$ cat src/rtl/imm_encoder.sv
// Packs a signed immediate into the I-type or B-type fields of an instruction word,
// range-checks it, and queues the result with a sequential memory address.
module imm_encoder #(
    parameter int                    DATA_WIDTH = 32,
    parameter int                    DEPTH      = 4,
    parameter logic [DATA_WIDTH-1:0] BASE_ADDR  = '0,
    parameter int                    CNT_W      = 8
) (
    input  logic                  clk,
    input  logic                  rst_n,
    input  logic                  in_valid,
    output logic                  in_ready,
    input  logic                  in_imm_src,
    input  logic [DATA_WIDTH-1:0] in_imm,
    input  logic [DATA_WIDTH-1:0] in_base,
    output logic                  out_valid,
    input  logic                  out_ready,
    output logic [DATA_WIDTH-1:0] out_instr,
    output logic [DATA_WIDTH-1:0] out_addr,
    output logic                  out_err,
    output logic [CNT_W-1:0]      err_cnt
);
    localparam int PW = $clog2(DEPTH);

    logic [DATA_WIDTH-1:0] mem [DEPTH];
    logic [DEPTH-1:0]      err_mem;
    logic [PW-1:0]         wr_ptr, rd_ptr;
    logic [PW:0]           count;
    logic                  live;
    logic                  full, push, pop;
    logic [DATA_WIDTH-1:0] enc_word;
    logic                  enc_err, i_ok, b_ok;

    assign full      = (count == (PW+1)'(DEPTH));
    assign in_ready  = live && !full;
    assign out_valid = (count != '0);
    assign push      = in_valid && in_ready;
    assign pop       = out_valid && out_ready;

    // In range when all bits above the field's sign bit match it.
    assign i_ok = (&in_imm[31:11]) | ~(|in_imm[31:11]);
    assign b_ok = ((&in_imm[31:12]) | ~(|in_imm[31:12])) & ~in_imm[0];

    always_comb begin
        enc_word = in_base;
        enc_err  = 1'b0;
        if (in_imm_src) begin
            enc_word[31]    = in_imm[12];
            enc_word[30:25] = in_imm[10:5];
            enc_word[11:8]  = in_imm[4:1];
            enc_word[7]     = in_imm[11];
            enc_err         = !b_ok;
        end else begin
            enc_word[31:20] = in_imm[11:0];
            enc_err         = !i_ok;
        end
    end

    always_ff @(posedge clk) begin
        if (push) begin
            mem[wr_ptr]     <= enc_word;
            err_mem[wr_ptr] <= enc_err;
        end
    end

    always_ff @(posedge clk) begin
        if (!rst_n) begin
            live     <= 1'b0;
            wr_ptr   <= '0;
            rd_ptr   <= '0;
            count    <= '0;
            out_addr <= BASE_ADDR;
            err_cnt  <= '0;
        end else begin
            live <= 1'b1;
            if (push) wr_ptr <= wr_ptr + PW'(1);
            if (pop) begin
                rd_ptr   <= rd_ptr + PW'(1);
                out_addr <= out_addr + DATA_WIDTH'(4);
            end
            if (push && !pop)      count <= count + 1'b1;
            else if (pop && !push) count <= count - 1'b1;
            if (push && enc_err && (err_cnt != '1)) err_cnt <= err_cnt + 1'b1;
        end
    end

    // Storage is not reset, so the head is masked while the FIFO is empty.
    assign out_instr = out_valid ? mem[rd_ptr] : '0;
    assign out_err   = out_valid ? err_mem[rd_ptr] : 1'b0;
endmodule
$ cat config.mk
export PLATFORM = sky130hd
export DESIGN_NAME = imm_encoder
export DESIGN_NICKNAME = d
export VERILOG_FILES = /design/src/rtl/imm_encoder.sv
export SDC_FILE = /design/constraint.sdc
export NUM_CORES = 1
export LEC_CHECK = 0
export BUFFER_PORTS_ARGS = -buffer_cell sky130_fd_sc_hd__buf_2
export CORE_ASPECT_RATIO = 0.6
export CORE_MARGIN = 2
export CORE_UTILIZATION = 59
export DETAILED_ROUTE_END_ITERATION = 8
export GPL_ROUTABILITY_DRIVEN = 0
export PLACE_DENSITY = 0.84
export SLEW_MARGIN = 20
export SYNTH_ARGS = -nofsm -noshare
export SYNTH_HDL_FRONTEND = slang
export SYNTH_SLANG_ARGS = --single-unit
$ cat constraint.sdc
create_clock -name clk -period 3.5 [get_ports clk]
set_input_delay 0.35 -clock clk [delete_from_list [all_inputs] [get_ports clk]]
set_output_delay 0.35 -clock clk [all_outputs]
set_load 0.01 [all_outputs]
After elaboration in Yosys (flattened, before gate mapping)
Memories as Yosys holds them, arrays and structs flattened. A register that Yosys moved wholly into a read port is not among the register bits. Cells that the tools add are included.

Flip-flop bits (word level): 52. RAM bits: 128. Memories kept: 1.

Add/sub/neg operators: 6. Reduce and logical (&&, ||, !) cells: 19. Order comparisons: 3. Equal/unequal tests: 2. Multiplexer cells: 18. Bitwise operators: 6.

Memory list: mem (words 4, bits a word 32, read ports 1, clocked after memory_dff 1, wr ports 1, line 25) `logic [DATA_WIDTH-1:0] mem [DEPTH];`.

Operator list (number): 32-bit by 3-bit adder with 32-bit output (second input constant) (1); 32-bit two-way mux (1); 21-bit AND reduction (1); 21-bit OR reduction (1); 20-bit AND reduction (1); 20-bit OR reduction (1); 5-bit two-way mux (2); 8-bit by 1-bit adder with 8-bit output (second input constant) (1); 1-bit logical AND (8); 8-bit != test (second input constant) (1); 1-bit two-way mux (7); 7-bit two-way mux (1); 2-bit by 3-bit < comparator with 1-bit output (second input constant) (2); 3-bit two-way mux (2); 1-bit zero test (5); 2-bit by 1-bit adder with 2-bit output (second input constant) (2); 4-bit bitwise mux (1); 2-bit two-way mux (2); 3-bit by 1-bit adder with 3-bit output (second input constant) (1); 3-bit == test (second input constant) (1); 1-bit NOT (3); 3-bit nonzero test (1); 3-bit by 1-bit subtractor with 3-bit output (second input constant) (1); 1-bit binary-select mux with 2-bit select (1); other kinds (5) (6).

Logic depth before layout (Yosys ltp)
Gate-level depths: netlist (run 1).

Word-level depth: 8. Gate-level depth with buffers: 9.

Least setup slack after synthesis (run 1)
OpenSTA, ideal clock, no wires.

Path type: flip-flop to flip-flop. From: register count[0]. To: register count[2]. Path buffers: 1. Data arrival time: 2.094 ns. Stages on the path, launching flop included: 9. Slack: 1.330 ns. Clock period less this slack: 2.170 ns. Library setup time: 0.076 ns. Data required time: 3.424 ns. Path through: dfxtp_1 > o311a_1 > clkbuf_1 > ha_1 > inv_1 > fa_1 > xor2_1 > or3_1 > a21boi_0.

Longest elaborated chain between the ends: 7.

RTL lines: start, declared (line 28) `logic [PW:0] count;`; start signal, assigned (line 81) `if (push && !pop) count <= count + 1'b1;`; start signal, assigned (line 82) `else if (pop && !push) count <= count - 1'b1;`; 3-bit == test * (line 34) `assign full = (count == (PW+1)'(DEPTH));`; 1-bit zero test * (line 35) `assign in_ready = live && !full;`; 1-bit logical AND * (line 35); 1-bit logical AND * (line 37) `assign push = in_valid && in_ready;`; via push (line 30) `logic full, push, pop;`; 1-bit zero test (line 82); 1-bit logical AND (line 82); 2-bit nonzero test (no line).

Mark *: on every way through the listed nets, which the timed path passes. The rest lies on a longest branch. The select of a mux whose other input is x is not followed. A chain may end at the register's enable or synchronous reset.

==> impl_metrics.env, run 1 <==
export IMPL_grt_ovfl_total=0
export IMPL_wl_met3_microns=1060
export IMPL_clk_pin_slew_ns=0.07
export IMPL_p_leak_nw=3.28
export IMPL_outcome="finished, final reports clean"
export IMPL_cts_tree="done"
export IMPL_worstRegToRegCells=7
export IMPL_rsz0062_at_grt="no"
export IMPL_min_period_ns=2.54
export IMPL_power_w=0.00598
export IMPL_cap_violations=0
export IMPL_fin_skew_ns=0.00995
export IMPL_cts_setup_buffers=0
export IMPL_drt_iter0_markers=245
export IMPL_finalSetupViolations=0
export IMPL_synth_area_top_cells="edfxtp_1, dfxtp_1, mux4_2"
export IMPL_whs_path_depth=1
export IMPL_p_switching_w=0.00172
export IMPL_yosysTopAreaCellShare_pct=52.7
export IMPL_cts_max_path_buffers=2
export IMPL_drive_above_1_share_pct=35.2
export IMPL_areaGrowthSynthToFinish_pct=18.9
export IMPL_max_freq_mhz=394
export IMPL_start_util_pct=61.3
export IMPL_synth_seq_area_share_pct=65.5
export IMPL_hp_class="in -> reg"
export IMPL_root_buffer="clkbuf_16"
export IMPL_yosys_warnings=0
export IMPL_peakVddDrop_v=0.000402
export IMPL_routed_wl_microns=15700
export IMPL_antenna_found_initial=0
export IMPL_syn_area_per_cell_sq_um=15.3
export IMPL_crit_path_end_kind="output pin"
export IMPL_grt_start_max_net_pins=51
export IMPL_met1_length_microns=6760
export IMPL_cts_made_buffers=17
export IMPL_fp_dieArea_sq_mm=0.0137
export IMPL_cts_sinks=180
export IMPL_wl_met2_microns=7720
export IMPL_drtPass1Iterations=4
export IMPL_drc_errors=0
export IMPL_ys_types=52
export IMPL_clock_latency_ns=0.42
export IMPL_die_w_microns=150
export IMPL_post_cts_resized=0
export IMPL_synth_edf_count=132
export IMPL_tightest_slew_ns=0.953
export IMPL_relSlewSlack_pct=36.4
export IMPL_top_layer="met4"
export IMPL_async_flop_share_pct=0
export IMPL_seqPwrFrac_pct=41.6
export IMPL_pwr_share_clk_pct=32.7
export IMPL_viasPerCell=5.72
export IMPL_rows=31
export IMPL_htree_levels=4
export IMPL_cp_max_fo=32
export IMPL_core_sq_mm=0.0123
export IMPL_fin_tns_setup_ns=0
export IMPL_synth_top_flop_cell="edfxtp_1"
export IMPL_cts_hold_buf=0
export IMPL_worstPathRequired_ns=3.15
export IMPL_ios=144
export IMPL_dr_total_vias=4596
export IMPL_swShare_pct=28.7
export IMPL_syn_area_sq_mm=0.00752
export IMPL_crit_type="reg -> out"
export IMPL_hpwl_microns=10000
export IMPL_ant_nets=0
export IMPL_dieHeight_microns=91.4
export IMPL_p_int_w=0.00426
export IMPL_nets=703
export IMPL_wl_per_cell_microns=19.5
export IMPL_numPortBuffers=134
export IMPL_antenna_cells=0
export IMPL_postSynthCellCount=490
export IMPL_grt_pass1_vias=4695
export IMPL_timing_hold_violations_final=0
export IMPL_cp_arrival_ns=2.19
export IMPL_grt_pass1_wl_microns=24500
export IMPL_p_comb_share_pct=25.7
export IMPL_min_period_over_period_pct=72.6
export IMPL_drv_slew=0
export IMPL_powerDensity_mw_per_mm2=669
export IMPL_grt_total_usage_pct=24.0
export IMPL_crit_path_start_kind="register"
export IMPL_fin_hold_ws_ns=0.138
export IMPL_yosysTopAreaCell="edfxtp_1"
export IMPL_ys_ff_latch=180
-- cells by family after synthesis --
| family | after synthesis | synth area share (%) |
|---|---|---|
| flops | 180 | 65.5 |
| simple gates | 156 | 12.6 |
| mux | 47 | 11.9 |
| compound gates | 39 | 3.54 |
| buf+inv | 32 | 1.85 |
| xor+xnor | 27 | 3.15 |
| fa+ha+maj | 8 | 1.43 |
| other cells | 1 | 0.0499 |
-- synthesized netlist by cell type (all sizes together) (4+ instances only) --
cell and count:
a21boi 12, and2 63, and3 5, and4 4, buf 7, clkbuf 14
dfxtp 48, edfxtp 132, ha 7, inv 11, mux2 10, mux2i 4
mux4 33, nand2 17, nand3 15, nand4 11, nor2 6, nor2b 5
nor3 6, nor4 5, o21ai 15, or3 12, xnor2 19, xor2 8
-- layer usage --
metal | GRT usage [%] | vias up
met5 | 0 | -
met4 | 8.33 | 0
met3 | 5.33 | 8
met2 | 39.1 | 177
met1 | 32.3 | 2283
li1 | - | 2128
-- layout make-up --
cell class	instances	area (sq um)
clock buffer	19	433
clock inverter	13	173
fill	812	3320
inverter	11	41.3
multi-input combinational	279	2460
sequential	180	4930
tap	165	206
timing repair buffer	137	693
-- worst paths after layout --
| kind | start | to | slack, ns |
|---|---|---|---|
| setup reg to reg | count[0] | count[2] | 1.00 |
| setup / recovery | register | out_instr[11] | 0.96 |
| hold / removal | in_imm[6] | mem[1][26] | 0.14 |
| hold reg to reg | out_addr[21] | out_addr[21] | 0.51 |
-- cells in the final DEF (no fill, tap or decap), types with 3 or more instances in the layout --
master and n:
a21boi_1 4, clkbuf_16 17, mux2i_1 4, inv_1 11
mux4_2 33, nor2b_1 5, clkinvlp_4 3, nor2_1 5
dfxtp_1 47, nor4_1 4, mux2_2 10, and4_1 3
a21boi_0 8, nand2_1 17, o21ai_0 14, and2_1 59
xor2_1 8, and3_1 5, bufinv_16 3, nand4_1 11
and2_2 4, buf_2 134, ha_1 7, inv_6 3
nor3_1 5, edfxtp_1 132, or3_1 11, nand3_1 14
buf_4 3, xnor2_1 19
-- worst max-delay path: stages, from the launching register on --
cell	delay, ns
dfxtp_2	0.32
buf_4	0.52
mux4_2	0.61
and2_1	0.18
buf_2	0.14
-- state kept, by name (all words and copies together) (netlist names), named ones only --
register  count
count         3
err_cnt       8
err_mem       4
live          1
mem         128
out_addr     30
rd_ptr        2
wr_ptr        2
-- per-stage QoR --
| stage | setup WS [ns] | utilization, % | cells | cell area (sq um) |
|---|---|---|---|---|
| 2_1_floorplan | 1.33 | - | 491 | 7520 |
| 3_3_place_gp | 1.24 | 68.0 | 772 | 8330 |
| 3_5_place_dp | 1.04 | 68.0 | 772 | 8330 |
| 4_1_cts | 0.891 | 72.9 | 804 | 8940 |
| 5_1_grt | 0.803 | 72.9 | 804 | 8940 |
| 6_report | 0.959 | 72.9 | 804 | 8940 |
-- power groups by stage --
stage	clock network [W]	registers, W	logic (W)
2_1_floorplan	0	0.00252	0.000994
3_3_place_gp	0	0.00252	0.00151
3_5_place_dp	0	0.00253	0.00154
4_1_cts	0.00197	0.00249	0.00156
5_1_grt	0.00206	0.00250	0.00168
6_report	0.00195	0.00249	0.00154
Note: power is estimated with default switching activity, not from simulation.
==> run 2: changes to the inputs <==
- CORE_UTILIZATION: 59 -> 50
- PLACE_DENSITY: 0.84 -> 0.76
- clock period: 3.5 -> 2.1 ns (I/O delays scaled with it)
==> impl_metrics.env, run 2 (synthesis results as in run 1) <==
export IMPL_outcome="finished, final reports clean"
export IMPL_cts_setup_buffers=0
export IMPL_drive_above_1_share_pct=40.3
export IMPL_cts_made_buffers=17
export IMPL_worstPathRequired_ns=1.89
export IMPL_cts_sinks=180
export IMPL_reg_largest_list="mem x128, out_addr x30, err_cnt x8"
export IMPL_grt_total_usage_pct=19.9
export IMPL_powerDensity_mw_per_mm2=1120
export IMPL_finalSetupViolations=0
export IMPL_cap_violations=0
export IMPL_clock_latency_ns=0.42
export IMPL_ant_nets=0
export IMPL_nets=736
export IMPL_hp_start="in_base[17]"
export IMPL_min_period_ns=2.06
export IMPL_root_buffer="clkbuf_16"
export IMPL_clk_pin_slew_ns=0.07
export IMPL_rr_startpoint="count[0]"
export IMPL_r2r_end="count[2]"
export IMPL_hpwl_microns=9790
export IMPL_drt_iter0_markers=255
export IMPL_cp_max_fo=8
export IMPL_dieHeight_microns=99.0
export IMPL_final_cell_mix="edfxtp_1, buf_2, dfxtp_1"
export IMPL_htree_levels=4
export IMPL_wl_per_cell_microns=18.0
export IMPL_ios=144
export IMPL_largest_reg_flops=128
export IMPL_power_w=0.0107
export IMPL_relSlewSlack_pct=53.4
export IMPL_grt_start_max_net_pins=51
export IMPL_peakVddDrop_v=0.000707
export IMPL_cp_num_buf_inv=2
export IMPL_cts_tree="done"
export IMPL_fin_skew_ns=0.0130
export IMPL_max_freq_mhz=485
export IMPL_crit_path_start_kind="register"
export IMPL_tightest_slew_ns=0.698
export IMPL_areaGrowthSynthToFinish_pct=26.2
export IMPL_dr_total_vias=4665
export IMPL_grt_ovfl_total=0
export IMPL_cts_max_path_buffers=2
export IMPL_antenna_found_initial=0
export IMPL_postLayoutCoreUtil_pct=65.0
export IMPL_routed_wl_microns=15600
export IMPL_top_register="mem"
export IMPL_core_sq_mm=0.0146
export IMPL_slowest_stage="mux4_2"
export IMPL_crit_path_end_kind="output pin"
export IMPL_cp_cell_sequence="clkbuf_16 -> mux4_2 -> and2_4 -> buf_2"
export IMPL_crit_type="reg -> out"
export IMPL_start_util_pct=51.5
export IMPL_crit_family="multiplexers"
export IMPL_viasPerCell=5.36
export IMPL_cp_arrival_ns=1.85
export IMPL_worst_slack_ns=0.0382
export IMPL_worstRegToRegCells=7
export IMPL_grt_pass1_vias=4636
export IMPL_layout_commonest_cell="edfxtp_1"
export IMPL_timing_hold_violations_final=0
export IMPL_hp_class="in -> reg"
export IMPL_hold_path_end="mem[0][17]"
export IMPL_numPortBuffers=134
export IMPL_min_period_over_period_pct=98.2
export IMPL_rows=34
export IMPL_whs_path_depth=1
export IMPL_r2r_slack_ns=0.05
export IMPL_drc_errors=0
export IMPL_antenna_cells=0
export IMPL_p_leak_nw=3.51
export IMPL_fp_dieArea_sq_mm=0.0161
export IMPL_drv_slew=0
export IMPL_drtPass1Iterations=4
export IMPL_max_stage_delay_ns=0.49
export IMPL_rsz0062_at_grt="yes"
export IMPL_dp_worst_setup_slack_ns=0.0199
export IMPL_grt_pass1_wl_microns=23900
export IMPL_die_w_microns=162
==> run 2: routing by layer <==
metal	part of all wire [%]	vias up	GRT usage (%)
li1	-	2192	-
met1	45	2319	27.4
met2	48	141	32.0
met3	5.4	13	4.55
met4	0.98	0	5.99
met5	0	-	0
==> run 2: worst max path at each step <==
| stage | from | end | slack [ns] | depth (start not counted) |
|---|---|---|---|---|
| detailed placement | count[0] | mem[1][3] | 0.02 | 3 |
| finish | register | out_instr[9] | 0.04 | 4 |
| global route | count[0] | count[2] | -0.07 | 7 |
| global placement | count[0] | mem[2][27] | 0.11 | 3 |
| CTS | register | out_instr[7] | -0.01 | 4 |
| floorplan | count[0] | count[2] | 0.008 | 8 |
==> run 2: repair_timing <==
action,in CTS,in global routing
gates resized for setup,4,43
pin swaps,0,1
endpoints found under the hold margin,44,12
hold buffers,11,3
setup endpoints to repair,32,164
cloned,1,2
==> run 2: power breakdown <==
group          internal (W)  total, W  switching (W)
clock               0.00177   0.00312        0.00135
sequential          0.00403   0.00417       0.000136
combinational       0.00183   0.00336        0.00154
total               0.00763    0.0107        0.00303
==> run 2: layout make-up <==
class                   count  area, sq um
flip-flops and latches    180         4930
repair buffers            170         1140
multi-input cells         279         2550
clock inverters            13          148
inverters                  11         41.3
fillers                  1080         5100
well taps                 198          248
clock buffers              19          433
==> run 2: stage by stage <==
stage          hold slack [ns]  std cells  instance area (sq um)  setup TNS (ns)
2_1_floorplan            0.238        491                   7530               0
3_3_place_gp             0.420        821                   8530               0
3_5_place_dp             0.425        821                   8530               0
4_1_cts               0.000294        865                   9250         -0.0140
5_1_grt                0.00451        870                   9490          -0.265
6_report                0.0142        870                   9490               0
